===== config.mk =====
export PLATFORM = sky130hd
export DESIGN_NAME = umem_arbiter
export DESIGN_NICKNAME = d
export VERILOG_FILES = /design/src/rtl/umem_pkg.sv /design/src/rtl/umem_resp_pipe.sv /design/src/rtl/umem_arbiter.sv
export SDC_FILE = /design/constraint.sdc
export NUM_CORES = 1
export LEC_CHECK = 0
export BUFFER_PORTS_ARGS = -buffer_cell sky130_fd_sc_hd__buf_4
export CAP_MARGIN = 10
export CORE_AREA = 2 2 104 106
export DETAILED_ROUTE_END_ITERATION = 8
export DIE_AREA = 0 0 106 108
export HOLD_SLACK_MARGIN = 0.06
export SYNTH_ARGS = -nofsm -noshare
export SYNTH_HDL_FRONTEND = slang
export SYNTH_HIERARCHICAL = 1
export SYNTH_SLANG_ARGS = --single-unit

===== constraint.sdc =====
create_clock -name i_clk -period 3.67 [get_ports i_clk]
set_input_delay 0 -clock i_clk [delete_from_list [all_inputs] [get_ports i_clk]]
set_output_delay 0 -clock i_clk [all_outputs]
set_load 0.05 [all_outputs]

===== src/rtl/umem_pkg.sv =====
// Shared types and helpers for the unified-memory arbiter and its response pipeline.
package umem_pkg;

  localparam int MEM_WORDS_DEF = 2048;

  typedef enum logic {
    OWN_IF = 1'b0,
    OWN_LS = 1'b1
  } owner_e;

  typedef struct packed {
    logic   valid;
    owner_e owner;
    logic   err;
  } resp_t;

  // Word-aligned and inside the memory; anything else gets an error response.
  function automatic logic addr_legal(input logic [31:0] addr, input int mem_words);
    return (addr[1:0] == 2'b00) && (addr < 32'(4 * mem_words));
  endfunction

endpackage


===== src/rtl/umem_resp_pipe.sv =====
// Fixed-latency shift register of response entries; a flush drops every fetch-owned entry,
// including the one currently presented at the head.
module umem_resp_pipe
  import umem_pkg::*;
#(
  parameter int LATENCY = 1
) (
  input  logic  i_clk,
  input  logic  i_rst,
  input  resp_t i_push,
  input  logic  i_flush_if,
  output resp_t o_head
);

  resp_t r_stage [LATENCY];

  function automatic resp_t kill_if(input resp_t e, input logic flush);
    resp_t r;
    r = e;
    if (flush && (e.owner == OWN_IF)) r.valid = 1'b0;
    return r;
  endfunction

  for (genvar g = 0; g < LATENCY; g++) begin : g_stage
    if (g == 0) begin : g_first
      always_ff @(posedge i_clk or posedge i_rst) begin
        if (i_rst) r_stage[0] <= '0;
        else       r_stage[0] <= i_push;
      end
    end else begin : g_rest
      always_ff @(posedge i_clk or posedge i_rst) begin
        if (i_rst) r_stage[g] <= '0;
        else       r_stage[g] <= kill_if(r_stage[g-1], i_flush_if);
      end
    end
  end

  assign o_head = kill_if(r_stage[LATENCY-1], i_flush_if);

endmodule


===== src/rtl/umem_arbiter.sv =====
// Single-port arbiter between instruction fetch and load/store in front of the unified data_mem.
// LS has priority, but a bounded LS streak guarantees a waiting fetch eventually wins.
module umem_arbiter
  import umem_pkg::*;
#(
  parameter int DATA_W        = 32,
  parameter int MEM_WORDS     = MEM_WORDS_DEF,
  parameter int MEM_LATENCY   = 1,
  parameter int MAX_LS_STREAK = 4
) (
  input  logic              i_clk,
  input  logic              i_rst,
  input  logic              i_if_req,
  input  logic [DATA_W-1:0] i_if_addr,
  input  logic              i_if_flush,
  output logic              o_if_gnt,
  output logic              o_if_rvalid,
  output logic [DATA_W-1:0] o_if_rdata,
  output logic              o_if_err,
  input  logic              i_ls_req,
  input  logic              i_ls_we,
  input  logic [DATA_W-1:0] i_ls_addr,
  input  logic [DATA_W-1:0] i_ls_wdata,
  output logic              o_ls_gnt,
  output logic              o_ls_rvalid,
  output logic [DATA_W-1:0] o_ls_rdata,
  output logic              o_ls_err,
  output logic              o_mem_we,
  output logic [DATA_W-1:0] o_mem_addr,
  output logic [DATA_W-1:0] o_mem_wdata,
  input  logic [DATA_W-1:0] i_mem_rdata
);

  localparam int STREAK_W = $clog2(MAX_LS_STREAK + 1);

  logic [STREAK_W-1:0] r_streak;
  logic                w_if_legal;
  logic                w_ls_legal;
  logic                w_streak_full;
  logic                w_if_win;
  logic                w_if_gnt;
  logic                w_ls_gnt;
  logic                w_if_rsp;
  logic                w_ls_rsp;
  resp_t               w_push;
  resp_t               w_head;

  assign w_if_legal    = addr_legal(i_if_addr, MEM_WORDS);
  assign w_ls_legal    = addr_legal(i_ls_addr, MEM_WORDS);
  assign w_streak_full = (r_streak == STREAK_W'(MAX_LS_STREAK));

  // Fetch wins only when LS is idle or LS has used up its streak; a flush vetoes fetch.
  assign w_if_win = i_if_req & ~i_if_flush & (~i_ls_req | w_streak_full);
  assign w_if_gnt = ~i_rst & w_if_win;
  assign w_ls_gnt = ~i_rst & i_ls_req & ~w_if_win;

  assign o_if_gnt = w_if_gnt;
  assign o_ls_gnt = w_ls_gnt;

  always_ff @(posedge i_clk or posedge i_rst) begin
    if (i_rst) begin
      r_streak <= '0;
    end else if (!i_if_req || w_if_gnt) begin
      r_streak <= '0;
    end else if (w_ls_gnt && !w_streak_full) begin
      r_streak <= r_streak + 1'b1;
    end
  end

  // Illegal accesses still occupy the port slot but never write; legal stores need no response.
  always_comb begin
    o_mem_we    = 1'b0;
    o_mem_addr  = '0;
    o_mem_wdata = '0;
    w_push      = '0;
    if (w_if_gnt) begin
      o_mem_addr = {i_if_addr[DATA_W-1:2], 2'b00};
      w_push     = '{valid: 1'b1, owner: OWN_IF, err: ~w_if_legal};
    end else if (w_ls_gnt) begin
      o_mem_addr  = {i_ls_addr[DATA_W-1:2], 2'b00};
      o_mem_wdata = i_ls_wdata;
      o_mem_we    = i_ls_we & w_ls_legal;
      if (!(i_ls_we && w_ls_legal)) begin
        w_push = '{valid: 1'b1, owner: OWN_LS, err: ~w_ls_legal};
      end
    end
  end

  umem_resp_pipe #(
    .LATENCY(MEM_LATENCY)
  ) u_resp_pipe (
    .i_clk     (i_clk),
    .i_rst     (i_rst),
    .i_push    (w_push),
    .i_flush_if(i_if_flush),
    .o_head    (w_head)
  );

  assign w_if_rsp = w_head.valid & (w_head.owner == OWN_IF);
  assign w_ls_rsp = w_head.valid & (w_head.owner == OWN_LS);

  assign o_if_rvalid = w_if_rsp;
  assign o_if_err    = w_if_rsp & w_head.err;
  assign o_if_rdata  = (w_if_rsp && !w_head.err) ? i_mem_rdata : '0;

  assign o_ls_rvalid = w_ls_rsp;
  assign o_ls_err    = w_ls_rsp & w_head.err;
  assign o_ls_rdata  = (w_ls_rsp && !w_head.err) ? i_mem_rdata : '0;

endmodule


# After elaboration in Yosys (flattened, before gate mapping)

Cells that the tools add are included.

Add/subtract/negate cells: 1
Magnitude comparators: 2
Equal/unequal tests: 1
Multiplexer cells: 14
Bitwise gates (word level): 18
Reduce and logical (&&, ||, !) cells: 14

Operators by type and width:

| kind                                                  | count |
|---|---|
| 2-to-1 mux 32 bit                                     | 6 |
| < comparator 32 x 14 -> 1 bit (second input constant) | 2 |
| 2-to-1 mux 3 bit                                      | 5 |
| bitwise AND 1 bit                                     | 10 |
| logical AND 1 bit                                     | 7 |
| NOT 1 bit                                             | 7 |
| logical NOT 2 bit                                     | 2 |
| adder 3 x 1 -> 3 bit (second input constant)          | 1 |
| == test 3 bit (second input constant)                 | 1 |
| logical NOT 1 bit                                     | 3 |
| 2-to-1 mux 1 bit                                      | 3 |
| nonzero test 2 bit                                    | 1 |
| logical OR 1 bit                                      | 1 |
| OR 1 bit                                              | 1 |

Bits in registers: 6
Input bits: 134
Output and inout bits: 135

# Depth between registers and ports, before layout

Word-level depth: 8
Mapped depth: 7
Gate-level depth less buffers: 6

# Cells and area by module

The synthesis kept the hierarchy.

Modules (own cells, without submodules):

| module         | instances | cells an instance | area an instance (µm²) | seq. area each (µm²) |
|---|---|---|---|---|
| umem_arbiter   | 1         | 196               | 1343.8                 | 75.1 |
| umem_resp_pipe | 1         | 8                 | 105.1                  | 75.1 |

# Least setup slack after synthesis

No wires, ideal clock.

Path kind: flip-flop to output port
Start point: register u_resp_pipe.r_stage (netlist bit u_resp_pipe/o_head[1])
End point: output port o_if_rdata[10]
Arrival: 2.229 ns
Required time: 3.670 ns
Path slack: 1.441 ns
Cell stages (with the launch flop): 7
Path buffers: 1
Path through: dfrtp_1 -> inv_1 -> a21boi_1 -> nor2b_1 -> and2b_1 -> clkbuf_1 -> and2_1

RTL lines:

| element            | line                 | source |
|---|---|---|
| start: declaration | umem_resp_pipe.sv:15 | `resp_t r_stage [LATENCY];` |
| end: declaration   | umem_arbiter.sv:18   | `output logic [DATA_W-1:0] o_if_rdata,` |

# Worst setup path in the final report

Start point: register r_streak[0]
End point: output port o_mem_addr[4]

Word-level cells in the longest chain between the ends: 7
Elaborated cells between the ends (all ways): 8
Those cells by class: eq/ne: 1; mux: 2; bitwise: 5

Ends and longest elaborated chain:

| element                  | line               | source |
|---|---|---|
| start: declaration       | umem_arbiter.sv:36 | `logic [STREAK_W-1:0] r_streak;` |
| start signal: assignment | umem_arbiter.sv:66 | `r_streak <= r_streak + 1'b1;` |
| == test 3 bit *          | umem_arbiter.sv:50 | `assign w_streak_full = (r_streak == STREAK_W'(MAX_LS_STREAK));` |
| OR 1 bit *               | umem_arbiter.sv:53 | `assign w_if_win = i_if_req & ~i_if_flush & (~i_ls_req \| w_streak_full);` |
| bitwise AND 1 bit *      | umem_arbiter.sv:53 |  |
| NOT 1 bit                | umem_arbiter.sv:55 | `assign w_ls_gnt = ~i_rst & i_ls_req & ~w_if_win;` |
| bitwise AND 1 bit        | umem_arbiter.sv:55 |  |
| 2-to-1 mux 32 bit        | umem_arbiter.sv:79 | `end else if (w_ls_gnt) begin` |
| 2-to-1 mux 32 bit *      | umem_arbiter.sv:76 | `if (w_if_gnt) begin` |
| end: declaration         | umem_arbiter.sv:29 | `output logic [DATA_W-1:0] o_mem_addr,` |

Every way passes the cells marked *; elsewhere a longest branch is shown, timed or not.

==> results.toml <==
[sta]
fin_skew_ps = 0.168
maxSlewViolCount = 0
whs_ps = 94.7
slew_headroom_pct = 39.3
worstMarginPinSlew_ps = 911
grt_setup_unrepaired = "false"
fmax_ghz = 0.436
setup_tns_ps = 0
final_hold_viol_count = 0
setup_violations = 0
final.min_clock_period_ps = 2300
finalCritPeriodShare_pct = 62.5

[floorplan]
rows = 37
core_area_um2 = 10200
fp.dieArea_um2 = 11400
die_y_um = 108
die_w_um = 106
design.portCount = 269
initial_core_util_pct = 14.2

[detailed_routing]
postRouteWirelength_um = 9080
drt_pass1_iterations = 4
vias = 2462
vias_per_cell = 4.14
ant_nets = 0
wl_per_cell_um = 15.3
drtIter0Drc = 103
route.detailed.drc = 0

[synth]
synth_edf_count = 0
postSynthCellCount = 204
yosysWarnings = 6
syn_avg_cell_area_um2 = 7.10
ys_seq_elements = 6
yosysTopAreaCellShare_pct = 42.3
synth_area_leaders = "and2_1 42%, a22o_1 18%, dfrtp_1 10%"
yosysUniqueCellTypes = 34
yosysTopAreaCell = "and2_1"
synth_ff_type = "dfrtp_1"
yosysSeqAreaShare_pct = 10.4
synth_area_um2 = 1450
async_flop_share_pct = 100

[clock_network]
clkLatencyLatePin_ps = 230
clock-sinks = 6
cts_root_buf = "clkbuf_8"
cts_tree = "built"
cts_made_buffers = 3
clock_path_buffers = 2
cts_resized = 0
clkTransAtPathRegs_ps = 30
htreeDepth = 1

[cells_and_area]
layout_common_cells = "268 x buf_4, 98 x and2_1, 29 x a22o_1, 7 x nor4_1"
final_common_cell = "buf_4"
drive_above_1_share_pct = 60.1
diodes = 0
nets = 597
area_growth_pct = 148
n_fill_cell = 1081

[global_route]
grt_max_degree = 65
use_met3_pct = 3.68
use_met1_pct = 14.8
overflow = 0
antenna_found_initial = 0
grt_busiest_layer = "met2"
grt_pass1_vias = 2527
grtUsageMet2_pct = 28.2
grt_pass1_wl_um = 12800
grt_usage_pct = 14.0

[critical_path]
critPathArrivalTime_ps = 2300
start_kind = "flop"
path_class = "reg2out"
cp_max_fo = 64
endpoint_kind = "primary output"
crit_required_ps = 3670

[power]
vdd_drop_max_v = 0.0000954
leakagePower_nw = 2.00
p_per_area_nw_per_um2 = 175

[run_status]
outcome = "completed"

[place]
hpwl_um = 8010
place_congestion = 0.835
io_buffer_count = 266

[run]
drv_cap = 0

[hold_path]
min_path_type = "in2reg"
[registers in the layout, summed over array words and instances (netlist names)]
| register | cells |
|---|---|
| r_streak | 3 |
| u_resp_pipe/o_head | 2 |
| u_resp_pipe/r_stage | 1 |
[cell type report]
class	instances	area (µm²)	share of cell area, %
Inverter	7	26.3	0.732
Timing Repair Buffer	270	2030	56.6
Sequential cell	6	150	4.19
Tap cell	136	170	4.74
Clock buffer	3	41.3	1.15
Multi-Input combinational cell	173	1170	32.5
[cell usage after synthesis, drive strengths merged (2+ instances only)]
cell and number:
nand4 2, o21ai 2, nor4 7, nor2 5
dfrtp 6, nand2b 2, nor2b 2, a21oi 2
nor3 2, nand2 4, a22o 30, inv 7
buf 11, ha 2, and2b 2, clkbuf 8
and2 98, nand3 2
[what timing repair did]
action	CTS	global route
hold endpoints to repair	7	0
setup buffers	0	0
hold buffers	2	0
[worst max-delay path, stage by stage (launching register included)]
cell and delay, ps:
dfrtp_1 340, inv_1 80, ha_1 220, nand2_2 140, o21ai_2 110, inv_2 660, a22o_1 280, buf_4 220
[power by group]
part / switching (W) / internal (W)
clock: 0.0000292 / 0.0000705
combinational: 0.000272 / 0.000186
sequential: 0.00000203 / 0.0000700
[cells by family (layout without fill, tap and decap cells)]
logic type               after synthesis  count (layout)  share of synthesized area [%]
AO/OA/AOI/OAI                         38              38                           22.9
XOR/XNOR                               2               2                           1.21
adder cells (fa/ha/maj)                2               2                           1.73
buffers and inverters                 26             280                           9.33
flip-flops                             6               6                           10.4
other                                  1               2                          0.259
AND/OR/NAND/NOR                      129             129                           54.2
[through the flow]
stage | total power (W) | util [%] | setup WS (ps) | instance area [µm²] | std cells
6_report | 0.000629 | 35.1 | 1370 | 3590 | 595
5_1_grt | 0.000658 | 35.1 | 1200 | 3590 | 595
4_1_cts | 0.000634 | 35.1 | 1340 | 3590 | 595
3_5_place_dp | 0.000532 | 34.5 | 1580 | 3530 | 590
3_3_place_gp | 0.000528 | 34.5 | 1690 | 3530 | 590
2_1_floorplan | 0.000323 | - | 1440 | 1450 | 205
[routing by layer]
| metal | vias up | wire length (µm) |
|---|---|---|
| met5 | - | 0 |
| li1 | 1191 | - |
| met2 | 162 | 4840 |
| met1 | 1105 | 3310 |
| met4 | 0 | 42 |
| met3 | 4 | 888 |
[worst paths after layout]
kind                              from                     end  slack, ps  cells after the start
max                        r_streak[0]           o_mem_addr[4]       1370                      7
min                           i_if_req             r_streak[1]         90                      3
max reg2reg                r_streak[0]   u_resp_pipe/o_head[0]       1860                      7
min reg2reg                r_streak[1]             r_streak[1]        550                      2
max in group asynchronous        i_rst  u_resp_pipe/r_stage[2]       3300                      3
min in group asynchronous        i_rst             r_streak[2]        240                      3
Power figures use the tool's default switching activity.
